`src/rtl/fp_pkg.sv`:
```
// Shared definitions for the floating-point alignment path.
// Field-width derivation, FSM states and vector layout indices.
package fp_pkg;

  function automatic int exp_w(input int size);
    return 5 + ($clog2(size) - 4) * 3;
  endfunction

  function automatic int frac_w(input int size);
    return size - exp_w(size) - 1;
  endfunction

  function automatic int bias(input int size);
    return (1 << (exp_w(size) - 1)) - 1;
  endfunction

  typedef enum logic [1:0] {
    IDLE,
    ALIGN,
    DONE
  } state_t;

  localparam int STICKY_BIT = 0;
  localparam int GUARD_BIT  = 1;

  function automatic int hidden_bit(input int frac);
    return frac + 2;
  endfunction

endpackage

```
`src/rtl/fp_align_if.sv`:
```
// Operand/result handshake bundle of the alignment stage.
// slave = alignment stage, master = producer/consumer side.
interface fp_align_if
  import fp_pkg::*;
#(
  parameter int SIZE = 64
);
  localparam int EXPONENT = exp_w(SIZE);
  localparam int FRACTION = frac_w(SIZE);
  localparam int W        = FRACTION + 4;

  logic                i_valid;
  logic                o_ready;
  logic [SIZE-2:0]     i_A;
  logic [SIZE-2:0]     i_B;
  logic                o_valid;
  logic                i_ready;
  logic [EXPONENT-1:0] o_exp;
  logic [W-1:0]        o_frct_A;
  logic [W-1:0]        o_frct_B;
  logic                o_swap;

  modport master (
    output i_valid, i_A, i_B, i_ready,
    input  o_ready, o_valid, o_exp,
    input  o_frct_A, o_frct_B, o_swap
  );

  modport slave (
    input  i_valid, i_A, i_B, i_ready,
    output o_ready, o_valid, o_exp,
    output o_frct_A, o_frct_B, o_swap
  );
endinterface

```
`src/rtl/fp_sticky_shr.sv`:
```
// Right shift by 0..STEP; every bit shifted out of
// the vector is OR-folded into the sticky LSB.
module fp_sticky_shr #(
  parameter int W    = 27,
  parameter int STEP = 4,
  parameter int SW   = $clog2(STEP + 1)
) (
  input  logic [W-1:0]  i_v,
  input  logic [SW-1:0] i_s,
  output logic [W-1:0]  o_v
);

  // select the k-bit shift and fold bits k..0 into bit 0
  always_comb begin
    o_v = i_v;
    for (int k = 1; k <= STEP; k++) begin
      if (i_s == SW'(k)) begin
        o_v    = i_v >> k;
        o_v[0] = |(i_v & ((W'(1) << (k + 1)) - W'(1)));
      end
    end
  end

endmodule

```
`src/rtl/fp_align.sv`:
```
// Iterative exponent alignment: shifts the smaller operand
// right by up to STEP bits per cycle, keeping guard/sticky.
module fp_align
  import fp_pkg::*;
#(
  parameter int SIZE = 64,
  parameter int STEP = 4
) (
  input logic      i_clk,
  input logic      i_rst_n,
  fp_align_if.slave bus
);

  localparam int EXPONENT = exp_w(SIZE);
  localparam int FRACTION = frac_w(SIZE);
  localparam int W        = FRACTION + 4;
  localparam int RW       = $clog2(W);
  localparam int SW       = $clog2(STEP + 1);

  state_t              state_q, state_d;
  logic [RW-1:0]       rem_q;
  logic [EXPONENT-1:0] exp_q;
  logic [W-1:0]        fa_q, fb_q;
  logic                swap_q;

  logic [EXPONENT-1:0] fe_a, fe_b, ee_a, ee_b, diff;
  logic                swap_c;
  logic [RW-1:0]       rem_c;
  logic [W-1:0]        va, vb, sm, sm_sh;
  logic [SW-1:0]       s;

  assign fe_a = bus.i_A[SIZE-2:FRACTION];
  assign fe_b = bus.i_B[SIZE-2:FRACTION];

  // unpack: subnormals behave as exponent 1 with no hidden bit
  always_comb begin
    ee_a   = (fe_a == '0) ? EXPONENT'(1) : fe_a;
    ee_b   = (fe_b == '0) ? EXPONENT'(1) : fe_b;
    swap_c = ee_b > ee_a;
    diff   = swap_c ? ee_b - ee_a : ee_a - ee_b;
    rem_c  = (32'(diff) >= W - 1) ? RW'(W - 1) : RW'(diff);
    va     = {1'b0, |fe_a, bus.i_A[FRACTION-1:0], 2'b00};
    vb     = {1'b0, |fe_b, bus.i_B[FRACTION-1:0], 2'b00};
  end

  assign sm = swap_q ? fa_q : fb_q;
  assign s  = (rem_q >= RW'(STEP)) ? SW'(STEP) : SW'(rem_q);

  fp_sticky_shr #(
    .W    (W),
    .STEP (STEP),
    .SW   (SW)
  ) u_shr (
    .i_v (sm),
    .i_s (s),
    .o_v (sm_sh)
  );

  // state register
  always_ff @(posedge i_clk or negedge i_rst_n) begin
    if (!i_rst_n) state_q <= IDLE;
    else          state_q <= state_d;
  end

  // next-state decode
  always_comb begin
    state_d = state_q;
    unique case (state_q)
      IDLE:
        if (bus.i_valid)
          state_d = (rem_c == '0) ? DONE : ALIGN;
      ALIGN:
        if (rem_q <= RW'(STEP)) state_d = DONE;
      DONE:
        if (bus.i_ready) state_d = IDLE;
      default: state_d = IDLE;
    endcase
  end

  // operand capture and per-cycle shift of the smaller vector
  always_ff @(posedge i_clk or negedge i_rst_n) begin
    if (!i_rst_n) begin
      rem_q  <= '0;
      exp_q  <= '0;
      fa_q   <= '0;
      fb_q   <= '0;
      swap_q <= 1'b0;
    end else begin
      unique case (state_q)
        IDLE:
          if (bus.i_valid) begin
            rem_q  <= rem_c;
            exp_q  <= swap_c ? ee_b : ee_a;
            fa_q   <= va;
            fb_q   <= vb;
            swap_q <= swap_c;
          end
        ALIGN: begin
          if (swap_q) fa_q <= sm_sh;
          else        fb_q <= sm_sh;
          rem_q <= rem_q - RW'(s);
        end
        default: ;
      endcase
    end
  end

  assign bus.o_ready  = (state_q == IDLE);
  assign bus.o_valid  = (state_q == DONE);
  assign bus.o_exp    = exp_q;
  assign bus.o_frct_A = fa_q;
  assign bus.o_frct_B = fb_q;
  assign bus.o_swap   = swap_q;

endmodule

```
`src/flat_wrapper.sv`:
```
// flat-port wrapper written by rule: the top's interface ports become plain ports
module fp_align_flat import fp_pkg::*;
#(
  parameter int SIZE = 64,
  parameter int STEP = 4
)
  (i_clk, i_rst_n, bus_i_valid, bus_i_A, bus_i_B, bus_i_ready, bus_o_ready, bus_o_valid, bus_o_exp, bus_o_frct_A, bus_o_frct_B, bus_o_swap);
  fp_align_if #(.SIZE(SIZE)) bus_i ();
  input logic i_clk;
  input logic i_rst_n;
  input wire logic [$bits(bus_i.i_valid)-1:0] bus_i_valid;
  input wire logic [$bits(bus_i.i_A)-1:0] bus_i_A;
  input wire logic [$bits(bus_i.i_B)-1:0] bus_i_B;
  input wire logic [$bits(bus_i.i_ready)-1:0] bus_i_ready;
  output wire logic [$bits(bus_i.o_ready)-1:0] bus_o_ready;
  output wire logic [$bits(bus_i.o_valid)-1:0] bus_o_valid;
  output wire logic [$bits(bus_i.o_exp)-1:0] bus_o_exp;
  output wire logic [$bits(bus_i.o_frct_A)-1:0] bus_o_frct_A;
  output wire logic [$bits(bus_i.o_frct_B)-1:0] bus_o_frct_B;
  output wire logic [$bits(bus_i.o_swap)-1:0] bus_o_swap;
  assign bus_i.i_valid = bus_i_valid;
  assign bus_i.i_A = bus_i_A;
  assign bus_i.i_B = bus_i_B;
  assign bus_i.i_ready = bus_i_ready;
  assign bus_o_ready = bus_i.o_ready;
  assign bus_o_valid = bus_i.o_valid;
  assign bus_o_exp = bus_i.o_exp;
  assign bus_o_frct_A = bus_i.o_frct_A;
  assign bus_o_frct_B = bus_i.o_frct_B;
  assign bus_o_swap = bus_i.o_swap;
  fp_align #(.SIZE(SIZE), .STEP(STEP)) u_core (.i_clk(i_clk), .i_rst_n(i_rst_n), .bus(bus_i));
endmodule
```
`config.mk`:
```
export PLATFORM = sky130hd
export DESIGN_NAME = fp_align_flat
export DESIGN_NICKNAME = d
export VERILOG_FILES = /design/src/rtl/fp_pkg.sv /design/src/rtl/fp_align_if.sv /design/src/rtl/fp_sticky_shr.sv /design/src/rtl/fp_align.sv /design/src/flat_wrapper.sv
export SDC_FILE = /design/constraint.sdc
export NUM_CORES = 1
export LEC_CHECK = 0
export CAP_MARGIN = 30
export CORE_MARGIN = 3
export CORE_UTILIZATION = 44
export DETAILED_ROUTE_END_ITERATION = 7
export HOLD_SLACK_MARGIN = 0.15
export PLACE_DENSITY = 0.78
export SYNTH_ARGS = -nofsm -noshare
export SYNTH_HDL_FRONTEND = slang
export SYNTH_SLANG_ARGS = --single-unit
```
`constraint.sdc`:
```
create_clock -name i_clk -period 2.5 [get_ports i_clk]
set_input_delay 0.375 -clock i_clk [delete_from_list [all_inputs] [get_ports i_clk]]
set_output_delay 0.375 -clock i_clk [all_outputs]
set_load 0.02 [all_outputs]
```
## Word-level counts from Yosys, hierarchy flattened

Index checks and enable logic that the tools add are counted.

| operators by class | value |
|---|---|
| multiplexer cells | 24 |
| reductions and logical operators | 16 |
| $lt $le $gt $ge | 4 |
| add/sub/neg operators | 3 |
| equality and inequality tests | 11 |

Operators with widths:

| cell | number |
|---|---|
| $mux 56 | 9 |
| $pmux 56 s2 | 2 |
| $mux 11 | 4 |
| $logic_not 11->1 | 2 |
| $reduce_or 11->1 | 2 |
| $sub 11x11->11 | 2 |
| $mux 6 | 2 |
| $pmux 6 s2 | 1 |
| $ge 11x6->1 const B | 1 |
| $gt 11x11->1 | 1 |
| $reduce_and 3->1 | 3 |
| $mux 2 | 4 |
| $eq 3x2->1 const B | 2 |
| $ge 6x3->1 const B | 1 |
| $le 6x3->1 const B | 1 |
| $logic_not 6->1 | 1 |
| $ne 2x2->1 const B | 3 |
| $pmux 2 s3 | 1 |
| $sub 6x3->6 | 1 |
| $reduce_or 5->1 | 1 |
| $ne 2x1->1 const B | 2 |
| $reduce_and 2->1 | 2 |
| $reduce_or 4->1 | 1 |
| $eq 3x1->1 const B | 1 |
| 8 further kinds | 8 |

| word-level totals | value |
|---|---|
| bits of input ports | 130 |
| flip-flop bits (word level) | 132 |
| logic and storage cells | 64 |
| output and inout bits | 126 |

## Depth between registers and ports, before layout

Gate-level depths: netlist (run 1).

| logic depth | value |
|---|---|
| depth after elaboration | 10 |
| gate-level depth with buffers | 15 |
| depth with buffers taken out | 15 |

## Hierarchy

A second synthesis (run 1) with hierarchy kept.

| second synthesis, totals | value |
|---|---|
| cell total of the unflattened synthesis | 1,245 |
| area total of the unflattened synthesis | 10,254.8 sq um |

Modules (own cells, without submodules):

| module | sequential area each (sq um) | area an instance (sq um) | instances | cells an instance |
|---|---|---|---|---|
| fp_align | 3,303.2 | 7,807.5 | 1 | 908 |
| fp_sticky_shr | 0.0 | 2,447.3 | 1 | 337 |

## Least setup slack after synthesis (run 1)

Ideal clock, no wire load.

| timing | value |
|---|---|
| kind | input to register |
| start | input port bus_i_A[54] |
| end | register u_core.state_q[1] |
| data arrival time | 3,397 ps |
| stages | 15 |
| setup slack | -971 ps |
| required time | 2,426 ps |
| path buffers | 0 |
| setup time | 74 ps |
| cell sequence | nor4_1 -> nand3_1 -> nand2b_1 -> ha_1 -> inv_1 -> fa_1 -> a21oi_1 -> o21ai_0 -> and4_1 -> a2111oi_0 -> mux2i_1 -> xnor2_1 -> o2111ai_1 -> o41a_1 -> o21ai_2 |

| between the ends | value |
|---|---|
| word-level cells in the longest chain between the ends | 10 |
| elaborated cells between the ends (all ways) | 12 |
| classes of those cells | 2 x add/sub; 2 x order compare; 6 x mux; 2 x reduce/logical |

RTL lines:

| item | RTL line | RTL |
|---|---|---|
| start: declaration | flat_wrapper.sv:12 | `input wire logic [$bits(bus_i.i_A)-1:0] bus_i_A;` |
| $logic_not 11->1 | fp_align.sv:37 | `ee_a = (fe_a == '0) ? EXPONENT'(1) : fe_a;` |
| $mux 11 (*) | fp_align.sv:37 |  |
| $sub 11x11->11 or $gt 11x11->1 (tied branches) | fp_align.sv:40, fp_align.sv:39 |  |
| $mux 11 (*) | fp_align.sv:40 | `diff = swap_c ? ee_b - ee_a : ee_a - ee_b;` |
| $ge 11x6->1 | fp_align.sv:41 | `rem_c = (32'(diff) >= W - 1) ? RW'(W - 1) : RW'(diff);` |
| $mux 6 (*) | fp_align.sv:41 |  |
| $logic_not 6->1 (*) | fp_align.sv:71 | `state_d = (rem_c == '0) ? DONE : ALIGN;` |
| $mux 2 (*) | fp_align.sv:71 |  |
| $mux 2 (*) | fp_align.sv:70 | `if (bus.i_valid)` |
| $pmux 2 s3 (*) | fp_align.sv:68 | `unique case (state_q)` |
| end signal: assignment | fp_align.sv:62 | `else state_q <= state_d;` |
| end: declaration | fp_align.sv:20 | `state_t state_q, state_d;` |

Mark *: on every way between the ends. The rest lies on a longest branch, timed or not. The select of a mux whose other input is x is not followed.
A chain may end at the register's enable or synchronous reset.

## Final worst setup path (run 1)

| timing | value |
|---|---|
| start | input port bus_i_B[58] |
| end | register u_core.state_q[1] |

| between the ends | value |
|---|---|
| word-level cells in the longest chain between the ends | 10 |
| elaborated cells between the ends (all ways) | 12 |
| classes of those cells | 2 x add/sub; 2 x order compare; 6 x mux; 2 x reduce/logical |

RTL lines:

| item | RTL line | RTL |
|---|---|---|
| start: declaration | flat_wrapper.sv:13 | `input wire logic [$bits(bus_i.i_B)-1:0] bus_i_B;` |
| $logic_not 11->1 | fp_align.sv:38 | `ee_b = (fe_b == '0) ? EXPONENT'(1) : fe_b;` |
| $mux 11 (*) | fp_align.sv:38 |  |
| $sub 11x11->11 or $gt 11x11->1 (tied branches) | fp_align.sv:40, fp_align.sv:39 |  |
| $mux 11 (*) | fp_align.sv:40 |  |
| $ge 11x6->1 | fp_align.sv:41 |  |
| $mux 6 (*) | fp_align.sv:41 |  |
| $logic_not 6->1 (*) | fp_align.sv:71 |  |
| $mux 2 (*) | fp_align.sv:71 |  |
| $mux 2 (*) | fp_align.sv:70 |  |
| $pmux 2 s3 (*) | fp_align.sv:68 |  |

Marked as above.

==> impl_metrics.yaml, run 1 <==
synthesis:
  synth_nets: 1314
  syn_area_per_cell_sq_um: 7.87
  yosysSeqAreaShare: 0.362
  synth_edf_count: 0
  async_reset_ff_frac: 1.00
  ys_warn_count: 0
  synth_cell_type_count: 58
  synth_seq_cells: 132
  synth_flop_cell: "dfrtp_1"
  synth_area_sq_mm: 0.00913
  synth_cells: 1160
finish:
  synthToLayoutAreaGrowth_pct: 50.7
  drive_above_1_share: 0.204
  multi_input_area_sq_mm: 0.00562
  final_common_cell: "clkdlybuf4s50_1"
  fillers: 1599
  final_cell_mix: "clkdlybuf4s50_1 (232), nand2_1 (155), o21ai_0 (135)"
  seq_area_sq_mm: 0.00331
  diodes: 0
  layout.nets: 1627
worst_setup_path:
  worstSetupEndpointType: "flop"
  cp.arrival_ps: 3380
  startpoint_type: "input port"
  crit_type: "in -> reg"
  critPathRequiredTime_ps: 2850
  worst-path-max-fanout: 5
sta:
  clock.fmax_mhz: 330
  fin_crit_ps: 3030
  fin_ws_ps: -533
  relSlewSlack: 0.485
  skew_ps: 14.1
  drv_slew: 0
  setup_viol_count_final: 8
  finalHoldViolations: 0
  setup_tns_ps: -3780
  min_period_over_period: 1.21
  tightest_slew_ps: 770
  rsz0062_at_grt: "yes"
clocking:
  cts_root_buffer: "clkbuf_16"
  cts_htree_levels: 4
  cts.clk_slew.worst_paths_ps: 60
  cts.sinks: 132
  cts_buffers: 17
  cts_tree: "done"
  clk_latency_ps: 420
  cts_buffer_depth: 2
run_status:
  violations: "setup timing"
  status: "finished with violations"
drt:
  drtIter0Drc: 552
  drtPass1Iterations: 5
  detail_route.vias_per_cell: 5.59
  wl_per_cell_microns: 17.8
  drc_errors: 0
  ant_nets: 0
  wirelength_microns: 31200
  vias: 9810
die:
  rows: 52
  core_area_sq_mm: 0.0203
  ios: 256
  die-area_sq_mm: 0.0225
  die_w_microns: 150
  start_util: 0.450
  die_h_microns: 150
hold_path:
  hold_class: "in -> reg"
global_route:
  grt_overflow: 0
  grt_pass1_wl_microns: 50100
  grt_usage: 0.275
  grt_max_degree: 109
  grt_pass1_vias: 9713
  antenna_found_initial: 0
place:
  hpwl_microns: 22100
  gp_congestion: 0.844
  dpl_worst_slack_ps: -1440
  port_buffers: 255
job:
  maxCapViolCount: 0
pwr:
  ir_drop_mv: 0.842
  cellPowerDensity_mw_per_mm2: 1270
  cellLeakagePower_nw: 5.87
-- synthesized netlist by cell type (all sizes together), types with 23 or more instances --
cell,number,area share
mux2i,63,0.069
a21oi,140,0.077
buf,23,0.011
inv,31,0.013
o21ai,142,0.079
mux2,51,0.063
a211oi,46,0.038
nor3,55,0.030
nand2,155,0.064
nor2,130,0.054
dfrtp,132,0.36
clkbuf,84,0.035
-- worst max-delay path, stage by stage --
cell and delay (ps):
buf_8 100, nor4_4 270, buf_4 180, a31oi_4 120
ha_4 190, buf_6 110, nor2b_4 110, o21ai_2 90
a21boi_2 230, o21ai_4 100, buf_6 140, buf_4 120
buf_4 130, mux2i_2 140, xnor2_1 210, o2111ai_2 210
o41a_1 420, o21ai_2 100
-- worst paths after layout --
check | from | to | slack (ps) | cells past startpoint
min reg2reg | u_core.bus.o_exp[2] | u_core.bus.o_exp[2] | 490 | 2
min in group asynchronous | i_rst_n | u_core.bus.o_frct_A[31] | 500 | 2
max reg2reg | u_core.bus.o_swap | u_core.bus.o_frct_A[34] | 180 | 8
max in group asynchronous | i_rst_n | u_core.rem_q[0] | 1330 | 3
min | bus_i_A[57] | u_core.bus.o_exp[5] | 380 | 4
max | bus_i_B[58] | u_core.state_q[1] | -530 | 18
-- state kept, by name, summed over array words and instances (netlist names) --
signal and count:
u_core.bus.o_swap 1, u_core.state_q 2, u_core.bus.o_frct_B 56, u_core.rem_q 6, u_core.bus.o_frct_A 56, u_core.bus.o_exp 11
-- cells by family (layout without fill, tap and decap cells) --
logic type / after synthesis / after routing / synth area share
AND/OR/NAND/NOR: 377 / 377 / 0.174
AO/OA/AOI/OAI: 364 / 364 / 0.228
buffers and inverters: 138 / 463 / 0.0584
flip-flops: 132 / 132 / 0.362
multiplexers: 115 / 115 / 0.134
adder cells (fa/ha/maj): 24 / 24 / 0.0345
XOR/XNOR: 9 / 9 / 0.00864
other: 1 / 1 / 0.000411
-- where the power goes --
part           switching, W  leakage, nW  total, W  internal, W
sequential         0.000885         1.65   0.00403      0.00314
combinational       0.00602         3.92    0.0107      0.00469
clock               0.00103        0.306   0.00274      0.00171
-- repair_timing --
action	CTS	global route
setup endpoints to repair	18	25
pin swaps	32	28
gates resized for setup	105	26
hold buffers	1	0
buffers inserted	30	16
gates cloned	0	0
hold endpoints to repair	54	0
-- routing by layer --
layer,GRT usage,vias up,wire length [microns],part of all wire
met2,0.461,405,15000,0.48
met1,0.360,4651,13100,0.42
met5,0,-,0,0
met4,0.0741,0,586,0.019
met3,0.0588,50,2540,0.081
li1,-,4704,-,-
-- area by class of cell --
cell class,count,area share
Sequential cell,132,0.240
Inverter,31,0.00846
Multi-Input combinational cell,890,0.409
Clock buffer,18,0.0319
Timing Repair Buffer,401,0.272
Tap cell,270,0.0245
Clock inverter,13,0.0142
-- metrics by stage --
stage,util,hold slack [ps],area [sq um],power (W),std cells
floorplan,-,79.4,9200,0.0103,1160
global placement,0.622,388,12600,0.0142,1686
detailed placement,0.622,387,12600,0.0145,1686
CTS,0.671,371,13600,0.0173,1748
global route,0.678,411,13800,0.0188,1755
finish,0.678,379,13800,0.0175,1755
(Power assumes the default switching activity.)
==> run 2, diff against run 1 <==
--- a/config.mk
+++ b/config.mk
@@ -9,7 +9,6 @@
 export CORE_MARGIN = 3
 export CORE_UTILIZATION = 44
 export DETAILED_ROUTE_END_ITERATION = 7
-export HOLD_SLACK_MARGIN = 0.15
 export PLACE_DENSITY = 0.78
 export SYNTH_ARGS = -nofsm -noshare
 export SYNTH_HDL_FRONTEND = slang
==> results of run 2 <==
The final DEF is identical to that of run 1; final timing and power are the same.
==> run 3, diff against run 2 <==
--- a/config.mk
+++ b/config.mk
@@ -5,6 +5,7 @@
 export SDC_FILE = /design/constraint.sdc
 export NUM_CORES = 1
 export LEC_CHECK = 0
+export ABC_CLOCK_PERIOD_IN_PS = 2500
 export CAP_MARGIN = 30
 export CORE_MARGIN = 3
 export CORE_UTILIZATION = 44
==> results of run 3 <==
The final DEF is identical to that of run 1; final timing and power are the same.
